File: src/rtl/fetch_stage.sv
// rtl/fetch_stage.sv - instruction fetch stage with one-entry IF/ID register
// One outstanding imem transaction at a time; redirects drain any in-flight fetch.
module fetch_stage #(
  parameter logic [31:0] RESET_PC = 32'h0000_0000
) (
  input  logic        clk,
  input  logic        rst,
  output logic        imem_req,
  output logic [31:0] imem_addr,
  input  logic        imem_ack,
  input  logic [31:0] imem_rdata,
  input  logic        redirect_valid,
  input  logic [31:0] redirect_pc,
  input  logic        id_ready,
  output logic        id_valid,
  output logic [31:0] id_inst,
  output logic [31:0] id_pc,
  output logic [31:0] id_pc4,
  output logic [2:0]  id_imm_op,
  output logic        id_illegal
);

  typedef enum logic [1:0] {
    FETCH = 2'd0,
    HOLD  = 2'd1,
    DRAIN = 2'd2
  } state_t;

  state_t      state;
  logic [31:0] pc;
  logic [31:0] req_addr;
  logic [31:0] redirect_target;
  logic [31:0] pc_next;
  logic [2:0]  dec_imm_op;
  logic        dec_illegal;
  logic        unused_redirect_lsbs;

  assign redirect_target      = {redirect_pc[31:2], 2'b00};
  assign unused_redirect_lsbs = ^redirect_pc[1:0];
  assign pc_next              = pc + 32'd4;
  assign imem_req             = !rst && (state == FETCH || state == DRAIN);
  assign imem_addr            = req_addr;

  // Immediate-format pre-decode of the returning word, latched with id_inst.
  always_comb begin
    dec_imm_op  = 3'b000;
    dec_illegal = 1'b0;
    case (imem_rdata[6:0])
      7'b0000011, 7'b0010011, 7'b1100111, 7'b1110011, 7'b0110011: begin
        dec_imm_op = 3'b000;
      end
      7'b0100011:             dec_imm_op = 3'b001;
      7'b1100011:             dec_imm_op = 3'b010;
      7'b0110111, 7'b0010111: dec_imm_op = 3'b011;
      7'b1101111:             dec_imm_op = 3'b100;
      default:                dec_illegal = 1'b1;
    endcase
  end

  always_ff @(posedge clk) begin
    if (rst) begin
      state      <= FETCH;
      pc         <= RESET_PC;
      req_addr   <= RESET_PC;
      id_valid   <= 1'b0;
      id_inst    <= 32'h0000_0013;
      id_pc      <= 32'h0000_0000;
      id_pc4     <= 32'h0000_0004;
      id_imm_op  <= 3'b000;
      id_illegal <= 1'b0;
    end else if (redirect_valid) begin
      // A killed request that has not been acked must still be drained.
      pc <= redirect_target;
      case (state)
        FETCH: begin
          if (imem_ack) req_addr <= redirect_target;
          else          state    <= DRAIN;
        end
        HOLD: begin
          id_valid <= 1'b0;
          req_addr <= redirect_target;
          state    <= FETCH;
        end
        DRAIN: begin
          if (imem_ack) begin
            req_addr <= redirect_target;
            state    <= FETCH;
          end
        end
        default: state <= FETCH;
      endcase
    end else begin
      case (state)
        FETCH: begin
          if (imem_ack) begin
            id_valid   <= 1'b1;
            id_inst    <= imem_rdata;
            id_pc      <= pc;
            id_pc4     <= pc_next;
            id_imm_op  <= dec_imm_op;
            id_illegal <= dec_illegal;
            pc         <= pc_next;
            state      <= HOLD;
          end
        end
        HOLD: begin
          if (id_ready) begin
            id_valid <= 1'b0;
            req_addr <= pc;
            state    <= FETCH;
          end
        end
        DRAIN: begin
          if (imem_ack) begin
            req_addr <= pc;
            state    <= FETCH;
          end
        end
        default: state <= FETCH;
      endcase
    end
  end

endmodule

File: config.mk
export PLATFORM = sky130hd
export DESIGN_NAME = fetch_stage
export DESIGN_NICKNAME = d
export VERILOG_FILES = /design/src/rtl/fetch_stage.sv
export SDC_FILE = /design/constraint.sdc
export NUM_CORES = 1
export LEC_CHECK = 0
export CORE_ASPECT_RATIO = 1.5
export CORE_UTILIZATION = 40
export DETAILED_ROUTE_END_ITERATION = 10
export PLACE_DENSITY = 0.67
export SYNTH_ARGS = -nofsm -noshare
export SYNTH_HDL_FRONTEND = slang
export SYNTH_SLANG_ARGS = --single-unit
File: constraint.sdc
create_clock -name clk -period 4.63 [get_ports clk]
set_input_delay 0.463 -clock clk [delete_from_list [all_inputs] [get_ports clk]]
set_output_delay 0.463 -clock clk [all_outputs]
set_load 0.1 [all_outputs]
==> load_flow_metrics.sql, run 1 <==
INSERT INTO impl_metrics (metric_group, metric, value, unit) VALUES
('detailed_routing', 'totalWireLength', '21200', 'um'),
('cts', 'depth_of_the_cts_h_tree', '4', ''),
('logic_synthesis', 'post_synth_instance_area', '0.00706', 'mm^2'),
('die', 'fp.dieH', '165', 'um'),
('cts', 'holdBufCountCts', '0', ''),
('place', 'pre_cts_slack', '1.44', 'ns'),
('logic_synthesis', 'combinational_family_with_the_most_area_after_synthesis', 'simple AND/OR/NAND/NOR gates', ''),
('sta', 'final-setup-viol-count', '0', ''),
('die', 'ports', '203', ''),
('global_route', 'grt_antenna_before_repair', '0', ''),
('cts', 'cts_post_setup_buffers_inserted', '0', ''),
('sta', 'fin_skew', '0.0106', 'ns'),
('layout', 'n_fill_cell', '1610', ''),
('detailed_routing', 'post_drt_wl_per_cell', '17.1', 'um'),
('cts', 'clk_path_buf_depth', '2', ''),
('die', 'placement_rows', '59', ''),
('logic_synthesis', 'synth_compound_gate_area_share', '20.4', '%'),
('layout', 'most_common_cell_after_layout_fill_and_taps_aside', 'clkdlybuf4s50_1', ''),
('layout', 'post_route_cells_drive_above_1_share', '4.67', '%'),
('global_route', 'grt_pass1_wl', '33400', 'um'),
('min_path', 'worstHoldPathType', 'register to register', ''),
('logic_synthesis', 'syn_avg_cell_area', '8.05', 'um^2'),
('place', 'place.port_buffers', '194', ''),
('detailed_routing', 'number_of_drc_violations_after_detailed_routing', '0', ''),
('cts', 'clock_insertion_delay_worst_skew', '0.42', 'ns'),
('logic_synthesis', 'synth_cells', '877', ''),
('detailed_routing', 'drt-initial-drc-count', '501', ''),
('cts', 'clock_tree_from_tritoncts', 'done', ''),
('die', 'floorplan.die.width', '110', 'um'),
('run_status', 'outcome', 'complete, no violations', ''),
('global_route', 'maximum_number_of_pins_on_one_net_before_global_route_repair', '82', ''),
('layout', 'area_growth_syn_to_layout', '36.2', '%'),
('logic_synthesis', 'yosysSeqAreaShare', '45.1', '%'),
('detailed_routing', 'number_of_iterations_in_the_first_detailed_routing_pass', '7', ''),
('setup_path', 'worst_ep_required_time', '4.97', 'ns'),
('global_route', 'via_count_of_the_first_global_routing_pass', '6108', ''),
('detailed_routing', 'final_antenna_net_count', '0', ''),
('place', 'placer_congestion_estimate', '0.843', ''),
('die', 'floorplan.core_area', '0.0173', 'mm^2'),
('layout', 'design.final.nets', '1084', ''),
('detailed_routing', 'top_layer_in_use', 'met4', ''),
('place', 'dp_hpwl', '14400', 'um'),
('sta', 'totalNegativeSetupSlack', '0', 'ns'),
('place', 'placed_area', '0.00899', 'mm^2'),
('setup_path', 'cp_max_fo', '51', ''),
('job', 'drv.max_cap_violation_count', '0', ''),
('cts', 'number_of_buffers_inserted_during_clock_tree_synthesis', '17', ''),
('power', 'power_per_cell_area', '414', 'mW/mm^2'),
('logic_synthesis', 'ys_dominant_reg_cell', 'dfxtp_1', ''),
('power', 'design_power_total', '3980', 'uW'),
('layout', 'final_cell_area', '0.00962', 'mm^2'),
('logic_synthesis', 'synth_area_leader_cell', 'dfxtp_1', ''),
('layout', 'layout.core_utilization', '55.4', '%'),
('setup_path', 'worstSetupPathType', 'primary input to register', ''),
('cts', 'number_of_resized_instances_in_the_post_cts_repair_step', '0', ''),
('detailed_routing', 'route.detailed.vias_per_inst', '5.52', ''),
('global_route', 'track_usage', '22.9', '%'),
('logic_synthesis', 'synthDominantCellAreaShare', '45.1', '%'),
('logic_synthesis', 'synth_enable_flop_cells', '0', ''),
('logic_synthesis', 'post_synth_and_or_nand_nor_area_fraction', '23.5', '%'),
('global_route', 'global_route.overflow_total', '0', ''),
('sta', 'finalMaxSlewViolations', '0', ''),
('cts', 'worst_setup_hold_path_clk_slew', '0.06', 'ns'),
('logic_synthesis', 'postSynthRegisterBits', '159', ''),
('cts', 'clkSinkCount', '159', ''),
('sta', 'timing.fmax', '0.364', 'GHz'),
('sta', 'hold_viol', '0', ''),
('sta', 'post-route-min-period', '2.75', 'ns'),
('logic_synthesis', 'synth_cell_type_count', '53', ''),
('power', 'vdd_drop_max', '224', 'uV'),
('setup_path', 'worst_ep_arrival_time', '3.09', 'ns');
-- critical path: stages --
cell and delay [ns]:
clkdlybuf4s50_1 0.57, or4b_4 0.75, buf_4 0.40, or3_1 0.35, or4_1 0.43, o2111ai_1 0.11
-- routing by layer --
| metal | GRT usage (%) | up-vias |
|---|---|---|
| met2 | 35.7 | 219 |
| met1 | 30.3 | 3175 |
| met5 | 0 | - |
| met4 | 10.5 | 0 |
| met3 | 4.73 | 43 |
| li1 | - | 3406 |
-- worst paths after layout --
check	end	slack [ns]	cells past startpoint	start
max	pc[23]	1.88	6	imem_ack
min	id_inst[24]	0.45	2	id_inst[24]
max reg2reg	pc[23]	1.98	5	state[0]
min reg2reg	id_inst[24]	0.45	2	id_inst[24]
-- cells in the mapped netlist (6+ instances only) --
| cell | number |
|---|---|
| nand2_1 | 160 |
| dfxtp_1 | 159 |
| a21oi_1 | 81 |
| nor2_1 | 67 |
| clkbuf_1 | 62 |
| o21ai_0 | 38 |
| a211oi_1 | 34 |
| nand3_1 | 27 |
| mux2i_1 | 22 |
| a311oi_1 | 21 |
| nand4_1 | 21 |
| nor3_1 | 18 |
| or4_1 | 14 |
| buf_1 | 10 |
| o31ai_1 | 10 |
| a22oi_1 | 9 |
| a31oi_1 | 8 |
| buf_2 | 8 |
| inv_1 | 8 |
| xnor2_1 | 8 |
| buf_4 | 7 |
| nor4_1 | 7 |
| or3_1 | 7 |
| and3_1 | 6 |
| and4_1 | 6 |
| o211ai_1 | 6 |
| xor2_1 | 6 |
-- per-stage QoR --
step	hold WS (ns)	cells
CTS	0.455	1240
global placement	0.441	1208
floorplan	0.478	882
global route	0.467	1240
finish	0.452	1240
detailed placement	0.447	1208
-- report_power, final --
part | internal [uW] | switching (uW)
Combinational | 241 | 691
Sequential | 1450 | 80.8
Clock | 923 | 594
-- final cells by class --
cell class              count  area [um^2]  share of cell area (%)
inverters                   9         33.8                   0.351
clock inverters            12          184                    1.91
flip-flops and latches    159         3180                    33.1
clock buffers              20          447                    4.64
multi-input cells         625         3510                    36.5
well taps                 213          267                    2.77
repair buffers            202         1990                    20.7
-- logic make-up after synthesis --
logic type / Yosys count
flip-flops: 159
buffers and inverters: 98
AO/OA/AOI/OAI: 228
XOR/XNOR: 14
other: 1
adder cells (fa/ha/maj): 1
AND/OR/NAND/NOR: 354
multiplexers: 22
-- flip-flops by register name, summed over array words and instances, names as in the netlist --
| signal | count |
|---|---|
| id_illegal | 1 |
| id_valid | 1 |
| id_pc | 30 |
| imem_addr | 30 |
| id_imm_op | 3 |
| pc | 30 |
| id_pc4 | 30 |
| id_inst | 32 |
| state | 2 |
Note: power is estimated with default switching activity, not from simulation.
==> inputs of run 2 (changes only) <==
==> constraint.sdc (replaced) <==
create_clock -name clk -period 2.8 [get_ports clk]
set_input_delay 0.28 -clock clk [delete_from_list [all_inputs] [get_ports clk]]
set_output_delay 0.28 -clock clk [all_outputs]
set_load 0.1 [all_outputs]
==> run 2 against run 1 <==
Net effect: critical path depth shrank 1; global-route usage is 0.55 points higher; sequential power is 64% higher; via count rose by 1.0%; non-clock buffer count rose by 29; critical path type is now register to register; largest power group unchanged.
==> load_flow_metrics.sql, run 2 (synthesis gave the netlist of run 1 again) <==
INSERT INTO impl_metrics (metric_group, metric, value, unit) VALUES
('setup_path', 'worst_ep_arrival_time', '2.73', 'ns'),
('cts', 'number_of_resized_instances_in_the_post_cts_repair_step', '0', ''),
('global_route', 'track_usage', '23.4', '%'),
('layout', 'n_fill_cell', '1656', ''),
('min_path', 'worstHoldPathType', 'primary input to register', ''),
('sta', 'fin_skew', '0.00835', 'ns'),
('cts', 'cts_post_setup_buffers_inserted', '0', ''),
('cts', 'clock-root-buffer', 'clkbuf_16', ''),
('sta', 'post-route-min-period', '2.37', 'ns'),
('cts', 'worst_setup_hold_path_clk_slew', '0.06', 'ns'),
('sta', 'timing.fmax', '0.422', 'GHz'),
('layout', 'post_route_cells_drive_above_1_share', '19.5', '%'),
('place', 'place.port_buffers', '194', ''),
('setup_path', 'r2r_slack', '0.43', 'ns'),
('die', 'placement_rows', '59', ''),
('layout', 'largest_reg_flops', '32', ''),
('detailed_routing', 'number_of_iterations_in_the_first_detailed_routing_pass', '5', ''),
('place', 'pre_cts_slack', '0.245', 'ns'),
('die', 'floorplan.core_area', '0.0173', 'mm^2'),
('power', 'design_power_total', '6380', 'uW'),
('detailed_routing', 'final_antenna_net_count', '0', ''),
('cts', 'holdBufCountCts', '0', ''),
('sta', 'tightestPinTransition', '0.808', 'ns'),
('detailed_routing', 'post_drt_wl_per_cell', '16.9', 'um'),
('layout', 'area_growth_syn_to_layout', '34.5', '%'),
('setup_path', 'critical_path.reg2reg.endpoint', 'id_pc4[20]', ''),
('layout', 'largest_register', 'id_inst', ''),
('die', 'initial_utilization', '40.7', '%'),
('setup_path', 'startpoint_type', 'register', ''),
('setup_path', 'end_point_of_the_critical_path', 'id_pc4[20]', ''),
('detailed_routing', 'totalWireLength', '21400', 'um'),
('sta', 'rsz0062_at_grt', 'false', ''),
('place', 'dp_hpwl', '15000', 'um'),
('cts', 'clock_tree_from_tritoncts', 'done', ''),
('global_route', 'via_count_of_the_first_global_routing_pass', '6167', ''),
('setup_path', 'cp_max_fo', '11', ''),
('setup_path', 'worstSetupPathType', 'register to register', ''),
('layout', 'most_common_cell_after_layout_fill_and_taps_aside', 'buf_4', ''),
('global_route', 'maximum_number_of_pins_on_one_net_before_global_route_repair', '114', ''),
('cts', 'clk_path_buf_depth', '2', ''),
('cts', 'clock_insertion_delay_worst_skew', '0.43', 'ns'),
('cts', 'number_of_buffers_inserted_during_clock_tree_synthesis', '17', ''),
('global_route', 'grt_antenna_before_repair', '0', ''),
('sta', 'hold_viol', '0', ''),
('sta', 'post-route-period-util', '84.7', '%'),
('sta', 'final-setup-viol-count', '0', ''),
('layout', 'design.final.nets', '1113', ''),
('cts', 'clkSinkCount', '159', ''),
('layout', 'most-common-layout-cells', 'buf_4, nand2_1, dfxtp_1', ''),
('setup_path', 'start_point_of_the_critical_path', 'pc[7]', ''),
('run_status', 'outcome', 'complete, no violations', ''),
('global_route', 'global_route.overflow_total', '0', ''),
('global_route', 'grt_pass1_wl', '33800', 'um'),
('place', 'placer_congestion_estimate', '0.858', ''),
('job', 'drv.max_cap_violation_count', '0', ''),
('sta', 'totalNegativeSetupSlack', '0', 'ns'),
('die', 'ports', '203', ''),
('cts', 'depth_of_the_cts_h_tree', '4', ''),
('setup_path', 'end_kind', 'register', ''),
('setup_path', 'worst_ep_required_time', '3.16', 'ns'),
('detailed_routing', 'via_count', '6913', ''),
('detailed_routing', 'drt-initial-drc-count', '581', ''),
('setup_path', 'rr_worst_depth', '5', ''),
('power', 'power_per_cell_area', '672', 'mW/mm^2'),
('power', 'vdd_drop_max', '478', 'uV'),
('die', 'fp.dieH', '165', 'um'),
('detailed_routing', 'route.detailed.vias_per_inst', '5.45', ''),
('layout', 'antenna_cells', '0', ''),
('layout', 'fin_cells', '1268', ''),
('sta', 'worst_slack', '0.428', 'ns'),
('sta', 'finalMaxSlewViolations', '0', ''),
('detailed_routing', 'number_of_drc_violations_after_detailed_routing', '0', ''),
('sta', 'max-slew-margin-rel', '46.1', '%'),
('place', 'place_inst', '1237', ''),
('die', 'floorplan.die.width', '110', 'um'),
('power', 'power.leakage', '0.00365', 'uW'),
('setup_path', 'reg2reg_from', 'pc[7]', ''),
('die', 'fp.dieArea', '0.0182', 'mm^2'),
('sta', 'hold-worst-slack', '0.239', 'ns');
-- run 2: cell count changes in the layout (fill, tap and decap cells not counted), sizes merged --
cell,delta
buf,+157
bufinv,-2
clkbuf,-2
clkdlybuf4s50,-128
clkinv,+3
-- run 2: metal layers --
metal  wire, um  vias to the layer above  GRT usage (%)  share of wire (%)
met3       1240                       26           4.70                5.8
met1       9470                     3185           31.6                 44
met5          0                        -              0                  0
met4        444                        0           8.61                2.1
li1           -                     3467              -                  -
met2      10200                      235           37.0                 48
-- run 2: layout make-up --
| type | instances | area [um^2] | share of cell area [%] |
|---|---|---|---|
| multi-input cells | 625 | 3510 | 36.9 |
| flip-flops and latches | 159 | 3180 | 33.5 |
| repair buffers | 231 | 1930 | 20.3 |
| clock buffers | 18 | 439 | 4.62 |
| well taps | 213 | 267 | 2.81 |
| clock inverters | 13 | 139 | 1.46 |
| inverters | 9 | 33.8 | 0.356 |
-- run 2: report_power, final --
group / internal (uW) / switching, uW
Clock: 1330 / 970
Combinational: 393 / 1180
Sequential: 2400 / 107
Total: 4130 / 2260
-- run 2: how the worst min path moves through the flow --
stage	from	to	slack, ns	cells after the start
floorplan	imem_ack	state[1]	0.36	1
global placement	id_pc[26]	id_pc[26]	0.44	2
detailed placement	id_inst[20]	id_inst[20]	0.45	2
CTS	redirect_valid	imem_addr[25]	0.22	3
global route	rst	id_pc[17]	0.26	2
finish	redirect_valid	imem_addr[25]	0.24	3
-- run 2: critical path: stages (launching register included) --
cell,delay [ns]
dfxtp_1,0.50
and3_1,0.52
nand3_1,0.33
buf_4,0.27
or4_1,0.50
a31oi_1,0.18
-- run 2: per-stage QoR --
| stage | util (%) | instance area (um^2) |
|---|---|---|
| 2_1_floorplan | - | 7080 |
| 3_5_place_dp | 51.4 | 8920 |
| 5_1_grt | 54.8 | 9500 |
| 6_report | 54.8 | 9500 |
| 3_3_place_gp | 51.4 | 8920 |
| 4_1_cts | 54.8 | 9500 |
